==> src/rtl/dma_engine.sv <==
// Row/column DMA engine: streams N A-rows and N B-columns out of memory, then
// writes N C-rows back. Optional busy-cycle counter enabled by `define DMA_PERF_EN.
module dma_engine #(
  parameter int unsigned N  = 8,
  parameter int unsigned DW = 64
) (
  input  logic            clk,
  input  logic            rst_n,
  input  logic            start,
  input  logic [31:0]     a_base,
  input  logic [31:0]     b_base,
  input  logic [31:0]     c_base,
  output logic            busy,
  output logic            done,
  output logic            err,
  output logic            mem_req,
  input  logic            mem_gnt,
  output logic [31:0]     mem_addr,
  output logic            mem_we,
  output logic [DW-1:0]   mem_wdata,
  input  logic            mem_rvalid,
  input  logic [DW-1:0]   mem_rdata,
  output logic            a_valid,
  input  logic            a_ready,
  output logic [N*8-1:0]  a_row,
  output logic            b_valid,
  input  logic            b_ready,
  output logic [N*8-1:0]  b_col,
  input  logic            c_valid,
  output logic            c_ready,
  input  logic [N*16-1:0] c_row,
  output logic [31:0]     perf_cycles
);

  localparam int unsigned AB = N * 8 / DW;
  localparam int unsigned CB = N * 16 / DW;
  localparam int unsigned JW = $clog2(CB) + 1;
  localparam int unsigned KW = $clog2(N) + 1;

  localparam logic [JW-1:0] A_LAST  = JW'(AB - 1);
  localparam logic [JW-1:0] C_LAST  = JW'(CB - 1);
  localparam logic [KW-1:0] K_LAST  = KW'(N - 1);
  localparam logic [31:0]   AB_ROWB = 32'(N);
  localparam logic [31:0]   C_ROWB  = 32'(2 * N);
  localparam logic [31:0]   BEAT_B  = 32'(DW / 8);

  localparam logic [2:0] IDLE   = 3'd0;
  localparam logic [2:0] RD_A   = 3'd1;
  localparam logic [2:0] PUSH_A = 3'd2;
  localparam logic [2:0] RD_B   = 3'd3;
  localparam logic [2:0] PUSH_B = 3'd4;
  localparam logic [2:0] GET_C  = 3'd5;
  localparam logic [2:0] WR_C   = 3'd6;
  localparam logic [2:0] DONE   = 3'd7;

  logic [2:0]      state;
  logic [KW-1:0]   k;
  logic [JW-1:0]   j;
  logic            rd_wait;
  logic [31:0]     a_base_q;
  logic [31:0]     b_base_q;
  logic [31:0]     c_base_q;
  logic [N*16-1:0] c_buf;
  logic [31:0]     beat_addr;
  logic            misaligned;
  logic            accept;

  assign misaligned = |{a_base[2:0], b_base[2:0], c_base[2:0]};
  assign accept     = start && (state == IDLE) && !misaligned;

  assign busy    = (state != IDLE);
  assign done    = (state == DONE);
  assign a_valid = (state == PUSH_A);
  assign b_valid = (state == PUSH_B);
  assign c_ready = (state == GET_C);

  always_comb begin
    beat_addr = '0;
    case (state)
      RD_A:    beat_addr = a_base_q + 32'(k) * AB_ROWB + 32'(j) * BEAT_B;
      RD_B:    beat_addr = b_base_q + 32'(k) * AB_ROWB + 32'(j) * BEAT_B;
      default: beat_addr = c_base_q + 32'(k) * C_ROWB + 32'(j) * BEAT_B;
    endcase
  end

  always_ff @(posedge clk or negedge rst_n) begin
    if (!rst_n) begin
      state     <= IDLE;
      k         <= '0;
      j         <= '0;
      rd_wait   <= 1'b0;
      a_base_q  <= '0;
      b_base_q  <= '0;
      c_base_q  <= '0;
      c_buf     <= '0;
      err       <= 1'b0;
      mem_req   <= 1'b0;
      mem_we    <= 1'b0;
      mem_addr  <= '0;
      mem_wdata <= '0;
      a_row     <= '0;
      b_col     <= '0;
    end else begin
      case (state)
        IDLE: begin
          if (start) begin
            if (misaligned) begin
              err <= 1'b1;
            end else begin
              err      <= 1'b0;
              a_base_q <= a_base;
              b_base_q <= b_base;
              c_base_q <= c_base;
              k        <= '0;
              j        <= '0;
              state    <= RD_A;
            end
          end
        end
        RD_A, RD_B: begin
          // Single outstanding read: request, drop req on grant, wait for rvalid.
          if (mem_req) begin
            if (mem_gnt) begin
              mem_req <= 1'b0;
              rd_wait <= 1'b1;
            end
          end else if (rd_wait) begin
            if (mem_rvalid) begin
              rd_wait <= 1'b0;
              if (state == RD_A) a_row[j*DW +: DW] <= mem_rdata;
              else               b_col[j*DW +: DW] <= mem_rdata;
              if (j == A_LAST) begin
                j     <= '0;
                state <= (state == RD_A) ? PUSH_A : PUSH_B;
              end else begin
                j <= j + 1'b1;
              end
            end
          end else begin
            mem_req  <= 1'b1;
            mem_we   <= 1'b0;
            mem_addr <= beat_addr;
          end
        end
        PUSH_A: begin
          if (a_ready) begin
            if (k == K_LAST) begin
              k     <= '0;
              state <= RD_B;
            end else begin
              k     <= k + 1'b1;
              state <= RD_A;
            end
          end
        end
        PUSH_B: begin
          if (b_ready) begin
            if (k == K_LAST) begin
              k     <= '0;
              state <= GET_C;
            end else begin
              k     <= k + 1'b1;
              state <= RD_B;
            end
          end
        end
        GET_C: begin
          if (c_valid) begin
            c_buf <= c_row;
            state <= WR_C;
          end
        end
        WR_C: begin
          if (mem_req) begin
            if (mem_gnt) begin
              mem_req <= 1'b0;
              mem_we  <= 1'b0;
              if (j == C_LAST) begin
                j <= '0;
                if (k == K_LAST) begin
                  k     <= '0;
                  state <= DONE;
                end else begin
                  k     <= k + 1'b1;
                  state <= GET_C;
                end
              end else begin
                j <= j + 1'b1;
              end
            end
          end else begin
            mem_req   <= 1'b1;
            mem_we    <= 1'b1;
            mem_addr  <= beat_addr;
            mem_wdata <= c_buf[j*DW +: DW];
          end
        end
        DONE:    state <= IDLE;
        default: state <= IDLE;
      endcase
    end
  end

`ifdef DMA_PERF_EN
  logic [31:0] perf_q;

  always_ff @(posedge clk or negedge rst_n) begin
    if (!rst_n) begin
      perf_q <= '0;
    end else if (accept) begin
      perf_q <= '0;
    end else if (busy && (perf_q != 32'hFFFF_FFFF)) begin
      perf_q <= perf_q + 32'd1;
    end
  end

  assign perf_cycles = perf_q;
`else
  assign perf_cycles = '0;
`endif

endmodule

==> config.mk <==
export PLATFORM = sky130hd
export DESIGN_NAME = dma_engine
export DESIGN_NICKNAME = d
export VERILOG_FILES = /design/src/rtl/dma_engine.sv
export SDC_FILE = /design/constraint.sdc
export NUM_CORES = 1
export LEC_CHECK = 0
export ABC_AREA = 1
export CORE_MARGIN = 2
export CORE_UTILIZATION = 45
export DETAILED_ROUTE_END_ITERATION = 6
export GPL_TIMING_DRIVEN = 1
export PLACE_DENSITY = 0.8
export SYNTH_ARGS = -nofsm -noshare
export SYNTH_HDL_FRONTEND = slang
export SYNTH_SLANG_ARGS = --single-unit
==> constraint.sdc <==
create_clock -name clk -period 3.2 [get_ports clk]
set_clock_uncertainty 0.05 [all_clocks]
set_input_delay 0.64 -clock clk [delete_from_list [all_inputs] [get_ports clk]]
set_output_delay 0.64 -clock clk [all_outputs]
set_load 0.005 [all_outputs]
==> results.cfg, run 1 <==
[route]
via_count = 19800
routed_wl_um = 75900
drtIter0Drc = 1446
wl_per_cell_um = 20.1
drc = 0
ant_nets = 0
viasPerCell = 5.24
firstDrtPassIters = 6

[synth]
synth_area_leaders = dfrtp_1, nand2_1, mux2_2
synth_compound_area_frac = 0.0674
synth_top_cell_by_area = dfrtp_1
synth_ff_type = dfrtp_1
yosysWarnings = 0
synthXorXnorAreaFrac = 0.00195
muxShareOfSynthArea = 0.0963
syn_inst = 2565
synthSimpleGateAreaFrac = 0.229
synth_top_family_by_area = simple AND/OR/NAND/NOR gates
avgSynthCellArea_um2 = 8.75
synth_cell_types = 42
synthAdderAreaFrac = 0.0211
synthArstFlopShare = 1.00
ys_seq_elements = 461
synth_area_um2 = 22400
synth_edf_count = 0
synth_top_area_share = 0.514
ys_seq_area_frac = 0.514

[power_and_ir_drop]
powerDensity_nw_per_um2 = 860
leakage_nw = 14.4
ir_worst_vdd_mv = 0.526

[clocking]
insertion_delay_ns = 0.61
htreeDepth = 2
postCtsResizedCells = 0
cts_buffer_depth = 3
root_buffer = clkbuf_16
cts_sinks = 461
numCtsBuffers = 51
clk_pin_slew_ns = 0.06
cts_tree = done

[sta]
period_minus_slack_ns = 2.92
slew_viol_final = 0
holdWs_ns = 0.420
clock.fmax_ghz = 0.342
hold_violations = 0
worst_pin_slew_ns = 1.20
fin_ws_ns = 0.276
slew_headroom = 0.203
rsz0062_at_grt = false
finalCritPeriodShare = 0.914
setup_tns_ns = 0
finalSetupViolCount = 0

[place]
port_buffers = 527
dpl.hpwl_um = 55800
place_ws_ns = 0.113
gp_congestion = 0.953

[finish]
num-fill-cells = 4097
multi_input_area_um2 = 9460
syn_to_final_growth_pct = 33.7
drive_above_1_share = 0.101
register_area_um2 = 11500
postLayoutCoreUtil = 0.612
nets = 3396

[critical_path]
cp.arrival_ns = 3.41
startpoint_type = flop
crit_buf_inv = 3
end_kind = flop
slowest_stage = or2_2
path_delay_family = buffers and inverters
cp_data_required_time_ns = 3.69
cpPeakStageDelay_ns = 0.56
path_max_fanout = 66
crit_chain = inv_2 > buf_4 > ha_1 > or2_2 > buf_4 > nor2_1 > mux2_2
cpMostUsedCell = buf_4
critPathKind = flop to flop

[global_route]
antenna_found_initial = 14
grt-ovfl-total = 0
grt_max_degree = 86
grt_pass1_vias = 19800
grt_pass1_wl_um = 113000
grt_use_total = 0.288

[hold_path]
hold_class = flop to flop

[die]
dieArea_um2 = 51700
fp.dieH_um = 227
die_x_um = 227
core_area_um2 = 49100
ios = 560
rows = 81
start_util = 0.458

[run_status]
status = completed

[run]
maxCapViolations = 0
==> logic make-up after synthesis <==
group	after synthesis
and+or+nand+nor	1280
adders and majority gates	33
xor gates and xnor gates	5
buffers and inverters	335
other	1
AOI/OAI and AO/OA	258
DFF	461
muxes	192
==> worst paths after layout <==
kind                                     end  slack (ns)  depth (start not counted)      start
worst min register to register     b_col[40]        0.42                          2  b_col[40]
worst min-delay path               b_col[40]        0.42                          2  b_col[40]
worst max register to register     a_row[33]        0.28                          7       j[1]
max in group asynchronous          a_row[44]        1.61                          3      rst_n
min in group asynchronous       b_base_q[21]        0.53                          2      rst_n
worst max-delay path               a_row[33]        0.28                          7       j[1]
==> synth_stat cells (all sizes together) (2+ instances only) <==
library cell and number:
a21o 2, a21oi 28, a22oi 2, a31oi 3
a41oi 5, buf 118, clkbuf 27, clkinv 2
dfrtp 461, fa 8, ha 25, inv 188
mux2 192, nand2 811, nand3 126, nand3b 11
nand4 11, nor2 300, nor3 9, o211ai 4
o21a 2, o21ai 144, o22ai 3, o31ai 64
or2 11, xnor2 2, xor2 3
==> layout make-up <==
class,count,share of cell area
flip-flops and latches,461,0.385
multi-input cells,1800,0.315
repair buffers,563,0.190
clock buffers,73,0.0496
well taps,664,0.0277
inverters,190,0.0239
clock inverters,21,0.00767
diodes,8,0.000667
==> flip-flops by register name, summed over array words and instances (netlist names), 2 cells and up <==
name       flops
c_buf        128
a_row         64
b_col         64
mem_wdata     64
a_base_q      32
b_base_q      32
c_base_q      32
mem_addr      32
k              4
state          3
j              2
==> stage by stage <==
step / instance area, um^2 / cells / total power [mW]
6_report: 30000 / 3780 / 25.8
2_1_floorplan: 22600 / 2596 / 14.1
4_1_cts: 30000 / 3772 / 25.9
3_5_place_dp: 28300 / 3677 / 19.8
5_1_grt: 30000 / 3779 / 27.3
3_3_place_gp: 28300 / 3677 / 19.4
==> worst register-to-register path: cells and delay by family (launching register included) <==
family        cells  cell delay (ns)
buf+inv           3             0.99
flops             1             0.45
fa+ha+maj         1             0.41
mux               1             0.20
simple gates      2             0.77
==> placed cells by master, fill, tap and decap left out, types with 3 or more instances in the layout <==
master / count
o22ai_1: 3
o21ai_0: 137
inv_1: 176
buf_12: 13
nand3b_1: 11
ha_1: 25
xor2_1: 3
o31ai_1: 64
or2_2: 11
mux2_2: 149
a41oi_1: 5
clkinv_2: 11
nor2_1: 294
o21ai_1: 5
clkbuf_16: 51
bufinv_16: 3
nor3_1: 9
dfrtp_1: 460
conb_1: 32
buf_4: 22
a31oi_1: 3
o211ai_1: 4
clkbuf_1: 9
inv_2: 11
clkdlybuf4s50_1: 526
nand2_4: 3
fa_1: 8
nand2_2: 5
mux2_1: 43
clkbuf_8: 13
nand3_1: 124
nor2_4: 4
nand2_1: 803
diode_2: 8
nand4_1: 11
a21oi_1: 28
==> routing by layer <==
| layer | up-vias | track usage | routed length, um | share of wire |
|---|---|---|---|---|
| met2 | 800 | 0.476 | 37100 | 0.49 |
| met1 | 9620 | 0.349 | 28700 | 0.38 |
| met5 | - | 0 | 69 | 0.00091 |
| met3 | 180 | 0.0887 | 6940 | 0.091 |
| li1 | 9196 | - | - | - |
| met4 | 10 | 0.126 | 3120 | 0.041 |
==> power breakdown <==
part,internal (mW),total [mW],switching (mW),leakage (nW)
Sequential,8.01,9.44,1.43,5.80
Clock,3.50,6.05,2.54,0.851
Combinational,5.05,10.3,5.28,7.79
Total,16.6,25.8,9.26,14.4
==> what timing repair did <==
item,CTS,global route
setup endpoints to repair,0,0
buffers inserted,0,0
hold buffers,1,0
endpoints found under the hold margin,49,0
Note: power is estimated with default switching activity, not from simulation.
==> run 2: changes to the inputs <==
Settings changed: ABC_CLOCK_PERIOD_IN_PS set to 3200, CTS_CLUSTER_SIZE set to 20, HOLD_SLACK_MARGIN set to 0.06.
==> run 2 against run 1 <==
  * Via count about the same
  * Global-route usage unchanged
  * Cell count unchanged
  * Clock power about the same
  * Highest routed layer unchanged
  * Critical endpoint unchanged
  * Total power about the same
  * Cell area unchanged
  * First-iteration DRC count decreased by 5.3%
  * Combinational power about the same
==> results.cfg, run 2 (synthesized netlist as in run 1, its figures left out) <==
[global_route]
antenna_found_initial = 14
grt_pass1_wl_um = 113000
grt_max_degree = 86
grt_use_total = 0.288
grt-ovfl-total = 0
grt_pass1_vias = 19800

[route]
met3_wirelength_um = 6960
wl_met2_um = 37100
drc = 0
via_count = 19800
firstDrtPassIters = 5
routed_wl_um = 75900
highest_layer = met5
wl_met1_um = 28700
viasPerCell = 5.24
wl_per_cell_um = 20.1
ant_nets = 0
drtIter0Drc = 1369

[sta]
slew_headroom = 0.197
finalSetupViolCount = 0
finalCritPeriodShare = 0.912
clock.fmax_ghz = 0.343
slew_viol_final = 0
holdWs_ns = 0.421
setup_tns_ns = 0
rsz0062_at_grt = false
hold_violations = 0
period_minus_slack_ns = 2.92
worst_pin_slew_ns = 1.20

[finish]
syn_to_final_growth_pct = 33.7
largest_reg_flops = 128
register_area_um2 = 11500
multi_input_area_um2 = 9460
top_register = c_buf
final_cell_mix = nand2_1, clkdlybuf4s50_1, dfrtp_1
nets = 3396
num-fill-cells = 4097
drive_above_1_share = 0.101
layout_commonest_cell = nand2_1

[die]
rows = 81
fp.dieH_um = 227
start_util = 0.458
die_x_um = 227
ios = 560
dieArea_um2 = 51700
core_area_um2 = 49100

[place]
port_buffers = 527
dpl.hpwl_um = 55800
gp_congestion = 0.953

[clocking]
postCtsResizedCells = 0
cts_sinks = 461
insertion_delay_ns = 0.61
cts_tree = done
clk_pin_slew_ns = 0.06
numCtsBuffers = 51
root_buffer = clkbuf_16
cts_buffer_depth = 3
htreeDepth = 2

[power_and_ir_drop]
powerDensity_nw_per_um2 = 861
ir_worst_vdd_mv = 0.525
leakage_nw = 14.4

[critical_path]
end_kind = flop
worstReg2RegStart = j[1]
cp_data_required_time_ns = 3.68
reg2reg_depth = 7
path_max_fanout = 66
r2r_setup_slack_ns = 0.28
cp.arrival_ns = 3.40
startpoint = j[1]
critPathKind = flop to flop
r2r_end = a_row[33]
startpoint_type = flop

[run_status]
status = completed

[hold_path]
hold_path_startpoint = b_col[40]
worstHoldPathCells = 2
hold_class = flop to flop
holdPathEnd = b_col[40]

[run]
maxCapViolations = 0
-- run 2: cell counts in the layout (fill, tap and decap cells not counted) --
No cell type changed its count.
-- run 2: layout make-up --
| type | count | area share |
|---|---|---|
| flip-flops and latches | 461 | 0.385 |
| multi-input cells | 1800 | 0.315 |
| repair buffers | 563 | 0.190 |
| clock buffers | 73 | 0.0496 |
| well taps | 664 | 0.0277 |
| inverters | 190 | 0.0239 |
| clock inverters | 21 | 0.00767 |
| diodes | 8 | 0.000667 |
-- run 2: power by group --
part / switching (mW) / internal (mW)
logic: 5.30 / 5.05
registers: 1.43 / 8.01
clock network: 2.53 / 3.50
total: 9.26 / 16.6
-- run 2: metrics by stage --
step	std cells	total power [mW]	cell area, um^2	util	setup WS [ns]
final	3780	25.8	30000	0.612	0.281
after global routing	3779	27.3	30000	0.612	0.0562
after CTS	3772	25.9	30000	0.611	0.278
after detailed placement	3677	19.8	28300	0.576	0.113
after global placement	3677	19.4	28300	0.576	0.117
after floorplan	2596	14.1	22600	-	0.169
-- run 2: worst max path at each step --
stage / to / slack (ns)
after global placement: a_base_q[4] / 0.12
after detailed placement: a_base_q[4] / 0.11
final: a_row[33] / 0.28
after CTS: a_row[33] / 0.28
after floorplan: mem_addr[16] / 0.17
after global routing: mem_addr[16] / 0.06
-- run 2: repair_timing --
| action | in CTS | in global routing |
|---|---|---|
| hold buffers | 1 | 0 |
| hold endpoints to repair | 49 | 0 |
| setup buffers | 0 | 0 |
-- run 2: layer usage --
metal,up-vias,track usage
met2,791,0.476
li1,9202,-
met1,9619,0.349
met4,10,0.126
met5,-,0
met3,175,0.0887
-- run 2: worst max-delay path, stage by stage, from the launching register on --
cell and delay [ns]:
dfrtp_1 0.45, inv_2 0.13, buf_4 0.55, ha_1 0.40, or2_2 0.56, buf_4 0.30
nor2_1 0.20, mux2_2 0.20
==> run 3: changes to the inputs <==
Settings changed: CORE_UTILIZATION 45 to 40, CTS_CLUSTER_DIAMETER set to 30, PLACE_DENSITY 0.8 to 0.73.
==> run 3 against run 2 <==
  * Sequential power is 0.4% lower
  * Sequential cell count unchanged
  * Total power increased by 19%
  * Count of clock-buffer cells in the layout is 59 higher
  * Cell area up 7.4%
  * Register-to-register slack better by 0.03 ns
  * Largest power group is now clock
==> results.cfg, run 3 (synthesized netlist as in run 1, its figures left out) <==
[critical_path]
worstReg2RegStart = j[1]
startpoint = state[1]
slowest_stage = clkdlybuf4s50_1
crit_buf_inv = 2
critPathKind = flop to output port
startpoint_type = flop
path_max_fanout = 8
cp_data_required_time_ns = 2.51
path_delay_family = buffers and inverters
r2r_end = mem_addr[16]
cp.arrival_ns = 2.28
cpPeakStageDelay_ns = 0.75
crit_chain = inv_1 > nor3_1 > clkdlybuf4s50_1
end_kind = output port
reg2reg_depth = 14
r2r_setup_slack_ns = 0.31

[sta]
rsz0062_at_grt = false
slew_headroom = 0.404
finalCritPeriodShare = 0.927
clock.fmax_ghz = 0.337
holdWs_ns = 0.416
fin_ws_ns = 0.233
setup_tns_ns = 0
slew_viol_final = 0
period_minus_slack_ns = 2.97
finalSetupViolCount = 0
hold_violations = 0
worst_pin_slew_ns = 0.893

[route]
drtIter0Drc = 1498
ant_nets = 0
drc = 0
routed_wl_um = 73200
firstDrtPassIters = 5
viasPerCell = 4.97
via_count = 19700
wl_per_cell_um = 18.5

[die]
core_area_um2 = 55300
ios = 560
fp.dieH_um = 241
start_util = 0.406
rows = 86
die_x_um = 241
dieArea_um2 = 58000

[finish]
layout_commonest_cell = nand2_1
final_area_um2 = 32200
largest_reg_flops = 128
drive_above_1_share = 0.131
fin_cells = 3965
final_cell_mix = nand2_1, clkdlybuf4s50_1, dfrtp_1
syn_to_final_growth_pct = 43.6
nets = 3450
top_register = c_buf

[power_and_ir_drop]
leakage_nw = 15.4
ir_worst_vdd_mv = 0.754
powerDensity_nw_per_um2 = 958

[place]
place_ws_ns = 0.335
dpl-instance-area_um2 = 28400
placed_cells = 3760
gp_congestion = 0.984
dpl.hpwl_um = 52300
port_buffers = 527

[hold_path]
holdPathEnd = b_col[10]
worstHoldPathCells = 2
hold_path_startpoint = b_col[10]
hold_class = flop to flop

[clocking]
cts_buffer_depth = 3
cts_tree = done
insertion_delay_ns = 0.66
numCtsBuffers = 106
root_buffer = clkbuf_16
cts_hold_buf = 1
clk_pin_slew_ns = 0.05
htreeDepth = 3
postCtsResizedCells = 0
cts_setup_buffers = 0
cts_sinks = 461

[global_route]
grt_pass1_wl_um = 112000
grt_pass1_vias = 19600
grt_max_degree = 76
antenna_found_initial = 10
grt_use_total = 0.252
grt-ovfl-total = 0

[run]
maxCapViolations = 0

[run_status]
status = completed
run 3: cell count changes in the layout (fill, tap and decap cells not counted), sizes merged:
cell      previous run  this run
clkinvlp             2        16
bufinv               3        12
clkbuf              73       132
inv                192       201
diode                8         4
buf                 36        35
clkinv              14        29
run 3: metal layers:
metal,vias up,track usage,share of wire
met2,726,0.409,0.48
met5,-,0,0.00077
met3,151,0.0822,0.088
li1,9366,-,-
met1,9448,0.310,0.40
met4,10,0.102,0.033
run 3: final cells by class:
cell class / count / area (um^2)
Fill cell: 4761 / 23100
Sequential cell: 461 / 11500
Multi-Input combinational cell: 1800 / 9470
Timing Repair Buffer: 562 / 5730
Clock buffer: 132 / 2940
Tap cell: 748 / 936
Clock inverter: 68 / 876
Inverter: 190 / 718
Antenna cell: 4 / 10.0
run 3: worst max-delay path by stage:
stage	endpoint	cells past startpoint	slack, ns
after floorplan	mem_addr[16]	16	0.17
after global placement	mem_addr[16]	14	0.37
after detailed placement	mem_addr[16]	14	0.33
after CTS	c_ready	5	0.19
after global routing	c_ready	5	0.1
final	a_valid	3	0.23
run 3: metrics by stage:
stage / util / total power [mW]
floorplan: - / 14.1
global placement: 0.513 / 19.3
detailed placement: 0.513 / 19.5
CTS: 0.582 / 31.1
global route: 0.582 / 32.5
finish: 0.583 / 30.9
run 3: worst reg2reg max path, stage by stage, from the launching register on:
cell     delay (ns)
dfrtp_1        0.42
inv_2          0.10
fa_1           0.51
inv_1          0.04
ha_1           0.21
fa_1           0.46
inv_1          0.12
nor2_1         0.07
nor2_1         0.17
nor2_1         0.08
or2_2          0.28
nand3_1        0.06
o21ai_0        0.09
nor2_1         0.10
nor2_1         0.04
run 3: where the power goes:
group,switching (mW),internal [mW],total [mW]
sequential,1.37,8.02,9.39
clock,3.73,7.55,11.3
combinational,5.15,5.02,10.2
total,10.3,20.6,30.9
